$ cat config.mk
export PLATFORM = sky130hd
export DESIGN_NAME = mult_div
export DESIGN_NICKNAME = d
export VERILOG_FILES = /design/src/rtl/mult_div_pkg.sv /design/src/rtl/div_step.sv /design/src/rtl/mult_div.sv
export SDC_FILE = /design/constraint.sdc
export NUM_CORES = 1
export LEC_CHECK = 0
export ABC_AREA = 1
export CORE_ASPECT_RATIO = 1.5
export CORE_UTILIZATION = 55
export CTS_CLUSTER_DIAMETER = 100
export CTS_CLUSTER_SIZE = 40
export DETAILED_ROUTE_END_ITERATION = 6
export PLACE_DENSITY_LB_ADDON = 0.12
export SYNTH_ARGS = -nofsm -noshare
export SYNTH_HDL_FRONTEND = slang
export SYNTH_SLANG_ARGS = --single-unit
$ cat constraint.sdc
create_clock -name clk -period 2.9 [get_ports clk]
set_clock_uncertainty 0.1 [all_clocks]
set_input_delay 0.58 -clock clk [delete_from_list [all_inputs] [get_ports clk]]
set_output_delay 0.58 -clock clk [all_outputs]
set_load 0.02 [all_outputs]
$ cat src/rtl/mult_div_pkg.sv
// Shared definitions for the iterative multiply/divide unit: state encoding,
// iteration constants and a small magnitude helper.
package mult_div_pkg;

  // Operand width and number of Booth / restoring iterations.
  localparam int unsigned ITER = 32;
  // Width of the iteration counter.
  localparam int unsigned CntW = 6;

  // 3-bit state encoding, kept as plain constants for legacy tools.
  typedef logic [2:0] state_t;
  localparam state_t StIdle = 3'd0;
  localparam state_t StMult = 3'd1;
  localparam state_t StDiv  = 3'd2;
  localparam state_t StFix  = 3'd3;
  localparam state_t StDone = 3'd4;

  // Two's-complement magnitude; 0x80000000 maps to itself, which reads
  // correctly as the unsigned magnitude 2^31.
  function automatic logic [31:0] abs32(input logic [31:0] v);
    return v[31] ? (32'd0 - v) : v;
  endfunction

endpackage

$ cat src/rtl/div_step.sv
// One restoring-division iteration on magnitudes: shift {R,Q} left, trial
// subtract the divisor and restore on a negative result.
module div_step (
  input  logic [32:0] r_i,
  input  logic [31:0] q_i,
  input  logic [31:0] d_i,
  output logic [32:0] r_o,
  output logic [31:0] q_o
);

  logic [32:0] r_sh;
  logic [31:0] q_sh;
  logic [32:0] diff;

  // Trial subtraction; R stays below D (<= 2^31), so the shifted R fits in 33 bits.
  always_comb begin
    r_sh = {r_i[31:0], q_i[31]};
    q_sh = {q_i[30:0], 1'b0};
    diff = r_sh - {1'b0, d_i};
    if (diff[32]) begin
      r_o = r_sh;
      q_o = q_sh;
    end else begin
      r_o = diff;
      q_o = q_sh | 32'd1;
    end
  end

endmodule

$ cat src/rtl/mult_div.sv
// Iterative signed multiply (radix-2 Booth) / divide (restoring, magnitude
// based with a sign-fix cycle) producing the HI/LO pair for the MIPS core.
module mult_div #(
  parameter int unsigned ITER = 32
) (
  input  logic        clk,
  input  logic        reset,
  input  logic        start_mult,
  input  logic        start_div,
  input  logic [31:0] a_in,
  input  logic [31:0] b_in,
  output logic [31:0] hi_out,
  output logic [31:0] lo_out,
  output logic        busy,
  output logic        done,
  output logic        div_zero
);
  import mult_div_pkg::*;

  localparam logic [CntW-1:0] LastCnt = CntW'(ITER - 1);

  state_t          state_q, state_d;
  logic [CntW-1:0] cnt_q, cnt_d;
  logic [64:0]     p_q, p_d;      // {P_hi, P_lo, q-1}
  logic [31:0]     mcand_q, mcand_d;
  logic [32:0]     r_q, r_d;
  logic [31:0]     quo_q, quo_d;
  logic [31:0]     dvs_q, dvs_d;
  logic            neg_quo_q, neg_quo_d;
  logic            neg_rem_q, neg_rem_d;
  logic [31:0]     hi_q, hi_d;
  logic [31:0]     lo_q, lo_d;
  logic            div_zero_q, div_zero_d;

  logic [32:0]     booth_sum;
  logic [64:0]     p_next;
  logic [32:0]     r_step;
  logic [31:0]     quo_step;
  logic            last_iter;

  div_step u_div_step (
    .r_i (r_q),
    .q_i (quo_q),
    .d_i (dvs_q),
    .r_o (r_step),
    .q_o (quo_step)
  );

  // Booth add/subtract on a 33-bit sign-extended P_hi, then arithmetic shift right.
  always_comb begin
    case (p_q[1:0])
      2'b01:   booth_sum = {p_q[64], p_q[64:33]} + {mcand_q[31], mcand_q};
      2'b10:   booth_sum = {p_q[64], p_q[64:33]} - {mcand_q[31], mcand_q};
      default: booth_sum = {p_q[64], p_q[64:33]};
    endcase
    p_next = {booth_sum, p_q[32:1]};
  end

  assign last_iter = (cnt_q == LastCnt);

  // Next-state and datapath update; HI/LO change only on entry to DONE.
  always_comb begin
    state_d    = state_q;
    cnt_d      = cnt_q;
    p_d        = p_q;
    mcand_d    = mcand_q;
    r_d        = r_q;
    quo_d      = quo_q;
    dvs_d      = dvs_q;
    neg_quo_d  = neg_quo_q;
    neg_rem_d  = neg_rem_q;
    hi_d       = hi_q;
    lo_d       = lo_q;
    div_zero_d = div_zero_q;

    unique case (state_q)
      StIdle: begin
        div_zero_d = 1'b0;
        if (start_mult) begin
          state_d = StMult;
          cnt_d   = '0;
          mcand_d = a_in;
          p_d     = {32'd0, b_in, 1'b0};
        end else if (start_div) begin
          if (b_in == 32'd0) begin
            // Nothing to iterate; report straight away and keep HI/LO.
            state_d    = StDone;
            div_zero_d = 1'b1;
          end else begin
            state_d   = StDiv;
            cnt_d     = '0;
            r_d       = '0;
            quo_d     = abs32(a_in);
            dvs_d     = abs32(b_in);
            neg_quo_d = a_in[31] ^ b_in[31];
            neg_rem_d = a_in[31];
          end
        end
      end
      StMult: begin
        p_d   = p_next;
        cnt_d = cnt_q + CntW'(1);
        if (last_iter) begin
          state_d = StDone;
          hi_d    = p_next[64:33];
          lo_d    = p_next[32:1];
        end
      end
      StDiv: begin
        r_d   = r_step;
        quo_d = quo_step;
        cnt_d = cnt_q + CntW'(1);
        if (last_iter) begin
          state_d = StFix;
        end
      end
      StFix: begin
        // Remainder takes the dividend's sign.
        state_d = StDone;
        lo_d    = neg_quo_q ? (32'd0 - quo_q) : quo_q;
        hi_d    = neg_rem_q ? (32'd0 - r_q[31:0]) : r_q[31:0];
      end
      StDone: begin
        state_d    = StIdle;
        div_zero_d = 1'b0;
      end
      default: begin
        state_d = StIdle;
      end
    endcase
  end

  // State registers with synchronous active-low reset.
  always_ff @(posedge clk) begin
    if (!reset) begin
      state_q    <= StIdle;
      cnt_q      <= '0;
      p_q        <= '0;
      mcand_q    <= '0;
      r_q        <= '0;
      quo_q      <= '0;
      dvs_q      <= '0;
      neg_quo_q  <= 1'b0;
      neg_rem_q  <= 1'b0;
      hi_q       <= '0;
      lo_q       <= '0;
      div_zero_q <= 1'b0;
    end else begin
      state_q    <= state_d;
      cnt_q      <= cnt_d;
      p_q        <= p_d;
      mcand_q    <= mcand_d;
      r_q        <= r_d;
      quo_q      <= quo_d;
      dvs_q      <= dvs_d;
      neg_quo_q  <= neg_quo_d;
      neg_rem_q  <= neg_rem_d;
      hi_q       <= hi_d;
      lo_q       <= lo_d;
      div_zero_q <= div_zero_d;
    end
  end

  assign hi_out   = hi_q;
  assign lo_out   = lo_q;
  assign busy     = (state_q != StIdle);
  assign done     = (state_q == StDone);
  assign div_zero = div_zero_q;

endmodule
### Word level (Yosys, flattened, before mapping)

Cells that the tools add are included.

* register bits: 269
* latch bits: 0
* bits in writable memories: 0
* bits in read-only memories: 0
* bits of input ports: 68
* output and inout port bits: 67
* memories kept: 0

* add/subtract/negate cells: 8
* $mul: 0
* divide/modulo/power cells: 0
* $lt $le $gt $ge: 0
* equal/unequal tests: 15
* shifts and indexed selects: 0
* mux-type cells: 35
* bitwise logic cells: 3
* reduce and logical (&&, ||, !) cells: 16

Operators by type and width (count)
* $mux 32: 13
* $pmux 32 s2: 4
* $pmux 65 s2: 1
* $sub 1x32->32 const A: 4
* $pmux 33 s2: 1
* $mux 65: 1
* $add 32x32->33: 1
* $sub 32x32->33: 1
* $sub 33x32->33: 1
* $logic_not 32->1: 1
* $mux 6: 3
* $mux 3: 5
* $ne 2x2->1 const B: 6
* $pmux 3 s4: 1
* $pmux 6 s2: 1
* $reduce_bool 2->1: 5
* $reduce_and 4->1: 2
* $add 6x1->6 const B: 1
* $eq 3x2->1 const B: 2
* $eq 6x5->1 const B: 1
* $ne 3x3->1 const B: 2
* $reduce_and 2->1: 3
* $reduce_and 3->1: 2
* $mux 1: 4
* other kinds (10): 11

### Logic depth before layout (Yosys ltp)

Gate-level depths: netlist of the first run.

* depth after elaboration: 6
* depth in mapped cells: 25
* depth with buffers taken out: 25

### By module

A second synthesis of the first run with hierarchy kept.

* cells, all modules: 3481
* area total of the unflattened synthesis: 20860.0 um2

By module, submodules not included
* mult_div: instances 1, cells an instance 2831, area an instance 17719.5 um2
* div_step: instances 1, cells an instance 650, area an instance 3140.5 um2

### Worst setup path after synthesis of the first run

No wires, ideal clock.

* path type: register to register
* start point: reg p_q[0]
* end point: reg p_q[43]
* data arrival time: 2.867 ns
* data required time: 2.730 ns
* setup slack: -0.137 ns
* stages on the path, launching flop included: 21
* clock period less this slack: 3.037 ns
* cells stage by stage: dfxtp_1 inv_1 ha_1 clkbuf_1 clkinv_1 clkbuf_1 nand2_1 xor2_1 inv_1 ha_1 nand2_1 nor2_1 and2_1 nand2_1 nand3_1 nand2_1 inv_1 o21ai_0 o21ai_0 or2_2 a21oi_1

* cells in the longest elaborated chain, start to end: 3
* elaborated cells on any way between the ends: 4
* classes of those cells: eq/ne: 2; mux: 2

Ends and longest elaborated chain
* start: declaration: RTL line mult_div.sv:24 `logic [64:0] p_q, p_d;`
* start signal: assignment: RTL line mult_div.sv:151 `p_q <= p_d;`
* $eq 2x2->1 / $eq 2x1->1 (equally long branches): RTL line mult_div.sv:51 `case (p_q[1:0])`
* $pmux 33 s2 *: RTL line mult_div.sv:51
* $pmux 65 s2 *: RTL line mult_div.sv:76 `unique case (state_q)`

Every way passes the cells marked *; elsewhere a longest branch is shown, timed or not.
A chain may end at the register's enable or synchronous reset.

### Final worst setup path of the first run

* start point: reg mcand_q[0]
* end point: reg hi_q[22], in the netlist hi_out[22]

* cells in the longest elaborated chain, start to end: 4
* elaborated cells on any way between the ends: 5
* classes of those cells: add/sub: 2; mux: 3

Ends and longest elaborated chain
* start: declaration: RTL line mult_div.sv:25 `logic [31:0] mcand_q, mcand_d;`
* start signal: assignment: RTL line mult_div.sv:152 `mcand_q <= mcand_d;`
* $sub 32x32->33 / $add 32x32->33 (equally long branches): RTL line mult_div.sv:53, mult_div.sv:52
* $pmux 33 s2 *: RTL line mult_div.sv:51
* $mux 32 *: RTL line mult_div.sv:103 `if (last_iter) begin`
* $pmux 32 s2 *: RTL line mult_div.sv:76
* end signal: assignment: RTL line mult_div.sv:158 `hi_q <= hi_d;`
* end: declaration: RTL line mult_div.sv:31 `logic [31:0] hi_q, hi_d;`

Every way passes the cells marked *; elsewhere a longest branch is shown, timed or not. The select of a mux whose other input is x is not followed.

==> results of run 1 <==
==> tightest hold or removal path, cell delays in order (launching register included) <==
cell                      delay [ps]
sky130_fd_sc_hd__dfxtp_1         340
sky130_fd_sc_hd__nand2_1          60
sky130_fd_sc_hd__a21oi_1          50
==> cell families after synthesis <==
family	count (synthesis)
and+or+nand+nor	1714
AOI/OAI and AO/OA	679
buffers and inverters	571
DFF	269
xor gates and xnor gates	117
adders and majority gates	73
muxes	1
==> state kept, by name, summed over array words and instances (netlist names) <==
register   flops
state_q        3
lo_out        32
quo_q         32
hi_out        32
r_q           32
neg_rem_q      1
p_q           65
neg_quo_q      1
div_zero       1
mcand_q       32
dvs_q         32
cnt_q          6
==> worst max-delay path by stage <==
| stage | start | end | slack [ps] | depth (start not counted) |
|---|---|---|---|---|
| 2_1_floorplan | mcand_q[2] | p_q[63] | 5 | 23 |
| 3_3_place_gp | mcand_q[2] | hi_out[22] | -610 | 22 |
| 3_5_place_dp | mcand_q[2] | p_q[53] | -640 | 23 |
| 4_1_cts | mcand_q[1] | p_q[64] | -450 | 24 |
| 5_1_grt | mcand_q[12] | p_q[62] | -790 | 24 |
| 6_report | mcand_q[0] | hi_out[22] | -550 | 23 |
==> cell type report <==
type,count,area [um^2],share of cell area
clock buffer,14,339.1,0.01295
tap,484,605.6,0.02313
timing repair buffer,436,3851,0.1471
sequential,269,5398,0.2061
multi-input combinational,2584,14280,0.5453
inverter,432,1644,0.06279
clock inverter,4,67.56,0.002580
==> where the power goes <==
part           switching (mW)  internal (mW)
logic                    9.87           6.12
registers               0.718           4.38
clock network            1.34          0.967
total                    11.9           11.5
==> repair_timing <==
item                       4_1_cts  5_1_grt
hold endpoints to repair         0        0
setup endpoints to repair       57       92
resized for setup              246      173
setup buffers                   19       20
pin swaps                      107       86
==> cell usage in the layout, fill, tap and decap left out, types with 30 or more instances in the layout <==
cell,instances
sky130_fd_sc_hd__ha_1,43
sky130_fd_sc_hd__nand3_1,209
sky130_fd_sc_hd__o21ai_0,211
sky130_fd_sc_hd__clkdlybuf4s50_1,133
sky130_fd_sc_hd__nor2_1,289
sky130_fd_sc_hd__o211ai_1,33
sky130_fd_sc_hd__buf_4,262
sky130_fd_sc_hd__buf_6,30
sky130_fd_sc_hd__dfxtp_1,261
sky130_fd_sc_hd__inv_1,381
sky130_fd_sc_hd__nand3_2,30
sky130_fd_sc_hd__nand2_1,919
sky130_fd_sc_hd__inv_2,41
sky130_fd_sc_hd__nand2_2,69
sky130_fd_sc_hd__nand4_1,36
sky130_fd_sc_hd__a31oi_1,48
sky130_fd_sc_hd__a21oi_1,282
sky130_fd_sc_hd__xor2_1,80
sky130_fd_sc_hd__nor3_1,32
==> per-layer routing <==
metal  global-route usage  share of wire  up-vias
met4               0.3357          0.092        0
met3              0.05649          0.070      401
met2               0.7112           0.48     1233
met5                    0              0        -
met1               0.4575           0.36    11290
li1                     -              -    11690
==> parameters.txt, run 1 <==
Parameter                              Value

Die
  Die height    237.9 um
  Horizontal die dimension    159.2 um
  IO Count    135
  Site Rows    86
  Die Footprint    37,870 um^2
  Standard cell core area    36,590 um^2
  Effective utilization at floorplan    0.5575

Critical path
  Crit path largest cell delay    370 ps
  Launching point of the worst reg2reg path    mcand_q[0]
  Data arrival time of the critical path    3750 ps
  Internal reg-to-reg setup slack    -550 ps
  Depth of the worst register-to-register path    23
  List of cells traversed by the critical path    inv_4, nand3_4, nor3_4, nand4_1, nor2_2, buf_6, buf_6, nor2_4, xor2_2, inv_2, ha_4, nand2_4, buf_6, nor2_4, inv_4, nor2_2, nand3_1, nand3_1, nand2_1, nand3_1, nand3_2, nand2_1, a21oi_1
  Crit path buf inv count    6
  Largest delay contributor family on the critical path    simple AND/OR/NAND/NOR gates
  Setup crit end kind    register
  Worst setup path category    reg -> reg
  Cell type of the slowest stage on the worst timing path    sky130_fd_sc_hd__dfxtp_2
  Data required time at the worst endpoint    3190 ps
  Crit path max fanout    4
  R2R Path End    hi_out[22]
  Kind of launch point of the worst setup path    register

Timing
  Final hold viol count    0
  Period Utilization, post-route    1.191
  Post-route setup slack    -553.5 ps
  Worst-case headroom to the max-slew limit    0.4773
  Worst-Margin Slew    775.8 ps
  Unrepaired setup endpoints after global routing    yes
  Number of setup violations in the final report    54
  Highest Clock Rate    289.6 MHz
  Max-slew violation count    0
  Minimum clock period after layout    3453 ps
  Setup Total Neg Slack    -20,260 ps
  Worst hold-check slack    376.2 ps

Min path
  Hold-critical path depth    2
  Hold path start    lo_out[26]
  End point of the most critical hold path    lo_out[26]
  Class of the tightest hold or removal check    reg -> reg

Synthesis
  Combinational family with the most area after synthesis    simple AND/OR/NAND/NOR gates
  Parity-gate share of the synthesized area counting xor and xnor cells    0.05024
  Top-count cell post-synth    sky130_fd_sc_hd__nand2_1
  Area share of fa/ha/maj cells after synthesis    0.04552
  Cell count after synthesis    3,424
  Sequential share of the synthesized area    0.2640
  Number of nets in the synthesized netlist    3,565
  Basic-gate share of the synthesized area counting and, or, nand and nor cells    0.3492
  Top flip-flop cell by instance count after synthesis    sky130_fd_sc_hd__dfxtp_1
  Post-Syn Area per Cell    5.957 um^2
  Cell Area, Synth    20,400 um^2
  EDFF count, synth    0
  Number of distinct standard cells referenced by the synthesized netlist    54
  Async set-or-reset flop fraction in the synthesized netlist    0
  Proportion of synthesized area in mux cells    0.0004907
  Proportion of netlist area held by the largest area contributor    0.2640
  Cell type with the largest total area after synthesis    sky130_fd_sc_hd__dfxtp_1
  Total number of yosys warnings    0
  Post-synthesis compound-gate area fraction    0.1797
  Most frequent cells after synthesis    sky130_fd_sc_hd__nand2_1, sky130_fd_sc_hd__inv_1, sky130_fd_sc_hd__nor2_1, sky130_fd_sc_hd__a21oi_1, sky130_fd_sc_hd__dfxtp_1
  Area contributors post-synth    sky130_fd_sc_hd__dfxtp_1, sky130_fd_sc_hd__nand2_1, sky130_fd_sc_hd__a21oi_1
  Number of storage elements in the synthesis netlist    269

Placement
  Place WS    -643.3 ps
  Total of buffers placed on input and output ports    134
  Weighted congestion reported at the end of routability-driven placement    1.042
  Placed wire-length estimate after detailed placement    62,160 um
  Area of placed instances    23,860 um^2
  Number of placed instances, taps included    4,169

Power and ir drop
  Reported leakage power    12.16 nW
  Final Total Pwr    23.39 mW
  Worst IR Drop VDD    0.0007323 V
  Cell Pwr Density    893.2 nW/um^2

GRT
  Global-route wire length before repair    123,600 um
  Global route total overflow    0
  Via count of the first global-routing pass    23,350
  GR Util All Layers    0.4137
  Initial antenna violation count    0
  Pin count of the biggest net entering global routing    66

CTS
  Clk sink count    269
  Clock-pin slew on the worst setup and hold paths    150 ps
  CTS Root Cell    sky130_fd_sc_hd__clkbuf_16
  Clock tree from TritonCTS    built
  CTS max path bufs    3
  Clock latency of the later-clocked register in the worst-skew pair    550 ps
  Deepest level of the CTS H-tree    1
  Hold buffers post-CTS    0
  Total clock buffers created by CTS    12

Finish
  Count of nets after finishing    3,876
  Ratio of cells with drive above 1 in the final layout    0.1800
  Final standard cell count with taps included and fillers excluded    4,223
  Total non-filler cell area in the finished layout    26,180 um^2
  Fill cell instance count of the final layout    3,150
  Post-layout utilization of the core    0.7157
  Count of antenna diodes in the layout    0
  Area growth from synthesis to layout    28.37%

Drt
  Antenna-violating nets left    0
  Via Count    24,620
  Post-detailed-route wirelength per cell    19.31 um
  Drt pass-1 iters    7
  Total wire length after detailed routing    81,540 um
  Via count normalized by instance count    5.829
  Initial DRC count    2,305
  DRC violations left    1

Outcome
  Status    finished with violations
  Failing checks    DRC, setup timing

Job
  Max cap viols    0
No activity file was read; power rests on OpenSTA's default activity.
==> run 2, diff against run 1 <==
- CORE_UTILIZATION: 55 -> 45
==> parameters.txt, run 2 (synthesis gave the netlist of run 1 again) <==
Parameter                              Value

Critical path
  Worst setup path category    reg -> reg
  Launching point of the worst reg2reg path    mcand_q[2]
  Internal reg-to-reg setup slack    -450 ps
  Critical Path Most Common Cell    sky130_fd_sc_hd__nand2_2
  Depth of the worst register-to-register path    23
  Crit path largest cell delay    350 ps
  Kind of launch point of the worst setup path    register
  Data arrival time of the critical path    3700 ps
  List of cells traversed by the critical path    inv_2, nand3_4, nor3_4, nand4_1, nor2_2, nand4_1, buf_4, o21ai_2, xor2_1, inv_1, ha_4, nand2_2, nor2_2, nand2_1, nor2_1, nand2_2, nand2_4, inv_2, nand3_2, nand3_2, nand2_2, nand2_1, a21oi_1
  Cell type of the slowest stage on the worst timing path    sky130_fd_sc_hd__dfxtp_2
  Setup crit end kind    register
  Data required time at the worst endpoint    3250 ps
  R2R Path End    p_q[64]
  Crit path max fanout    4

GRT
  Global-route wire length before repair    123,700 um
  Global route total overflow    0
  Initial antenna violation count    0
  GRT busiest layer    met2
  Via count of the first global-routing pass    22,490
  GR Util met3    0.01953
  GR Util All Layers    0.3433
  Pin count of the biggest net entering global routing    126
  Global-route track usage on met2    0.6154
  Global-route track usage on met1    0.4073

Finish
  Count of nets after finishing    3,879
  Post-layout utilization of the core    0.5956
  Number of flip-flops under the largest register name    65
  Area growth from synthesis to layout    30.86%
  Ratio of cells with drive above 1 in the final layout    0.1952
  Count of antenna diodes in the layout    0
  Highest-count cells in the layout ignoring fill and taps    sky130_fd_sc_hd__nand2_1, sky130_fd_sc_hd__inv_1, sky130_fd_sc_hd__nor2_1
  Most frequent standard cell in the layout excluding fill and tap cells    sky130_fd_sc_hd__nand2_1
  Register with the most flip-flops    p_q
  Fill cell instance count of the final layout    4,355

Power and ir drop
  Part of the power in registers    0.212
  Final Total Pwr    23.89 mW
  Switching power    12.13 mW
  Combinational cell fraction of total power    0.683
  Internal power    11.76 mW
  Worst IR Drop VDD    0.0004793 V
  Sw Share    0.5077
  Clock network power share    0.105
  Cell Pwr Density    895.0 nW/um^2
  Reported leakage power    12.27 nW

Die
  IO Count    135
  Site Rows    95
  Horizontal die dimension    175.8 um
  Effective utilization at floorplan    0.4552
  Standard cell core area    44,810 um^2
  Die Footprint    46,200 um^2
  Die height    262.8 um

CTS
  Clock latency of the later-clocked register in the worst-skew pair    580 ps
  Clock-pin slew on the worst setup and hold paths    130 ps
  Clock tree from TritonCTS    built
  CTS Root Cell    sky130_fd_sc_hd__clkbuf_16
  Hold buffers post-CTS    0
  Clk sink count    269
  CTS max path bufs    3
  Deepest level of the CTS H-tree    1
  Total clock buffers created by CTS    14

Timing
  Worst-case headroom to the max-slew limit    0.4604
  Unrepaired setup endpoints after global routing    yes
  Period Utilization, post-route    1.155
  Max-slew violation count    0
  Post-route setup slack    -450.5 ps
  Highest Clock Rate    298.5 MHz
  Minimum clock period after layout    3350 ps
  Number of setup violations in the final report    49
  Final hold viol count    0
  Worst-Margin Slew    809.4 ps

Placement
  Weighted congestion reported at the end of routability-driven placement    0.9997
  Placed wire-length estimate after detailed placement    63,690 um
  Total of buffers placed on input and output ports    134

Outcome
  Status    finished with violations
  Failing checks    setup timing

Min path
  Hold path start    reset
  End point of the most critical hold path    lo_out[19]
  Class of the tightest hold or removal check    in -> reg
  Hold-critical path depth    3

Drt
  Post-detailed-route wirelength per cell    18.98 um
  Via Count    23,700
  Drt pass-1 iters    6
  DRC violations left    0
  Total wire length after detailed routing    82,120 um
  Antenna-violating nets left    0
  Initial DRC count    1,900
  Via count normalized by instance count    5.478

Job
  Max cap viols    0
[run 2: cell types whose count changed in the layout (fill, tap and decap cells not counted), sizes merged]
cell,change
clkinv,+5
clkbuf,+2
inv,-2
buf,+1
clkinvlp,+1
bufinv,-1
[run 2: layout make-up]
class | count | area, um^2 | share of cell area
sequential | 269 | 5393 | 0.2020
tap | 582 | 728.2 | 0.02728
multi-input combinational | 2584 | 14550 | 0.5450
clock inverter | 7 | 111.4 | 0.004172
inverter | 432 | 1647 | 0.06169
clock buffer | 16 | 379.1 | 0.01420
timing repair buffer | 437 | 3886 | 0.1456
[run 2: repair_timing]
| action | in CTS | in global routing |
|---|---|---|
| endpoints found under the setup margin | 57 | 89 |
| setup buffers | 18 | 15 |
| gates resized for setup | 251 | 231 |
| pin swaps | 90 | 144 |
[run 2: per-stage QoR]
step	setup slack [ps]	cell area [um^2]	setup TNS (ps)	hold slack, ps	cells
2_1_floorplan	5.153	20420	0	330.1	3424
6_report	-450.5	26690	-16670	328.4	4327
4_1_cts	-474.9	25700	-15250	312.5	4314
5_1_grt	-683.8	26690	-25640	336.1	4327
3_3_place_gp	-561.7	24070	-21590	352.4	4274
3_5_place_dp	-587.4	24070	-26900	356.3	4274
[run 2: per-layer routing]
layer	vias up	part of all wire
met5	-	0
met4	0	0.058
met3	201	0.047
met2	805	0.50
met1	11010	0.39
li1	11690	-
[run 2: how the worst max path moves through the flow]
stage	slack (ps)	end	startpoint
floorplan	5	p_q[63]	mcand_q[2]
global placement	-560	hi_out[20]	mcand_q[0]
detailed placement	-590	hi_out[17]	mcand_q[2]
CTS	-470	p_q[58]	mcand_q[2]
global route	-680	p_q[64]	mcand_q[2]
finish	-450	p_q[64]	mcand_q[2]
[run 2: critical path: cells and delay by family, from the launching register on]
family / cells / cell delay (ps)
XOR/XNOR: 1 / 190
adder cells (fa/ha/maj): 1 / 300
AO/OA/AOI/OAI: 2 / 250
buffers and inverters: 4 / 380
AND/OR/NAND/NOR: 15 / 1640
flip-flops: 1 / 350
[run 2: power by group through the flow]
stage / Sequential [mW] / Clock, mW / Combinational (mW)
2_1_floorplan: 4.90 / 0 / 8.00
3_3_place_gp: 5.06 / 0 / 13.1
3_5_place_dp: 5.07 / 0 / 13.2
4_1_cts: 5.03 / 2.55 / 14.9
5_1_grt: 5.14 / 2.66 / 17.6
6_report: 5.07 / 2.51 / 16.3
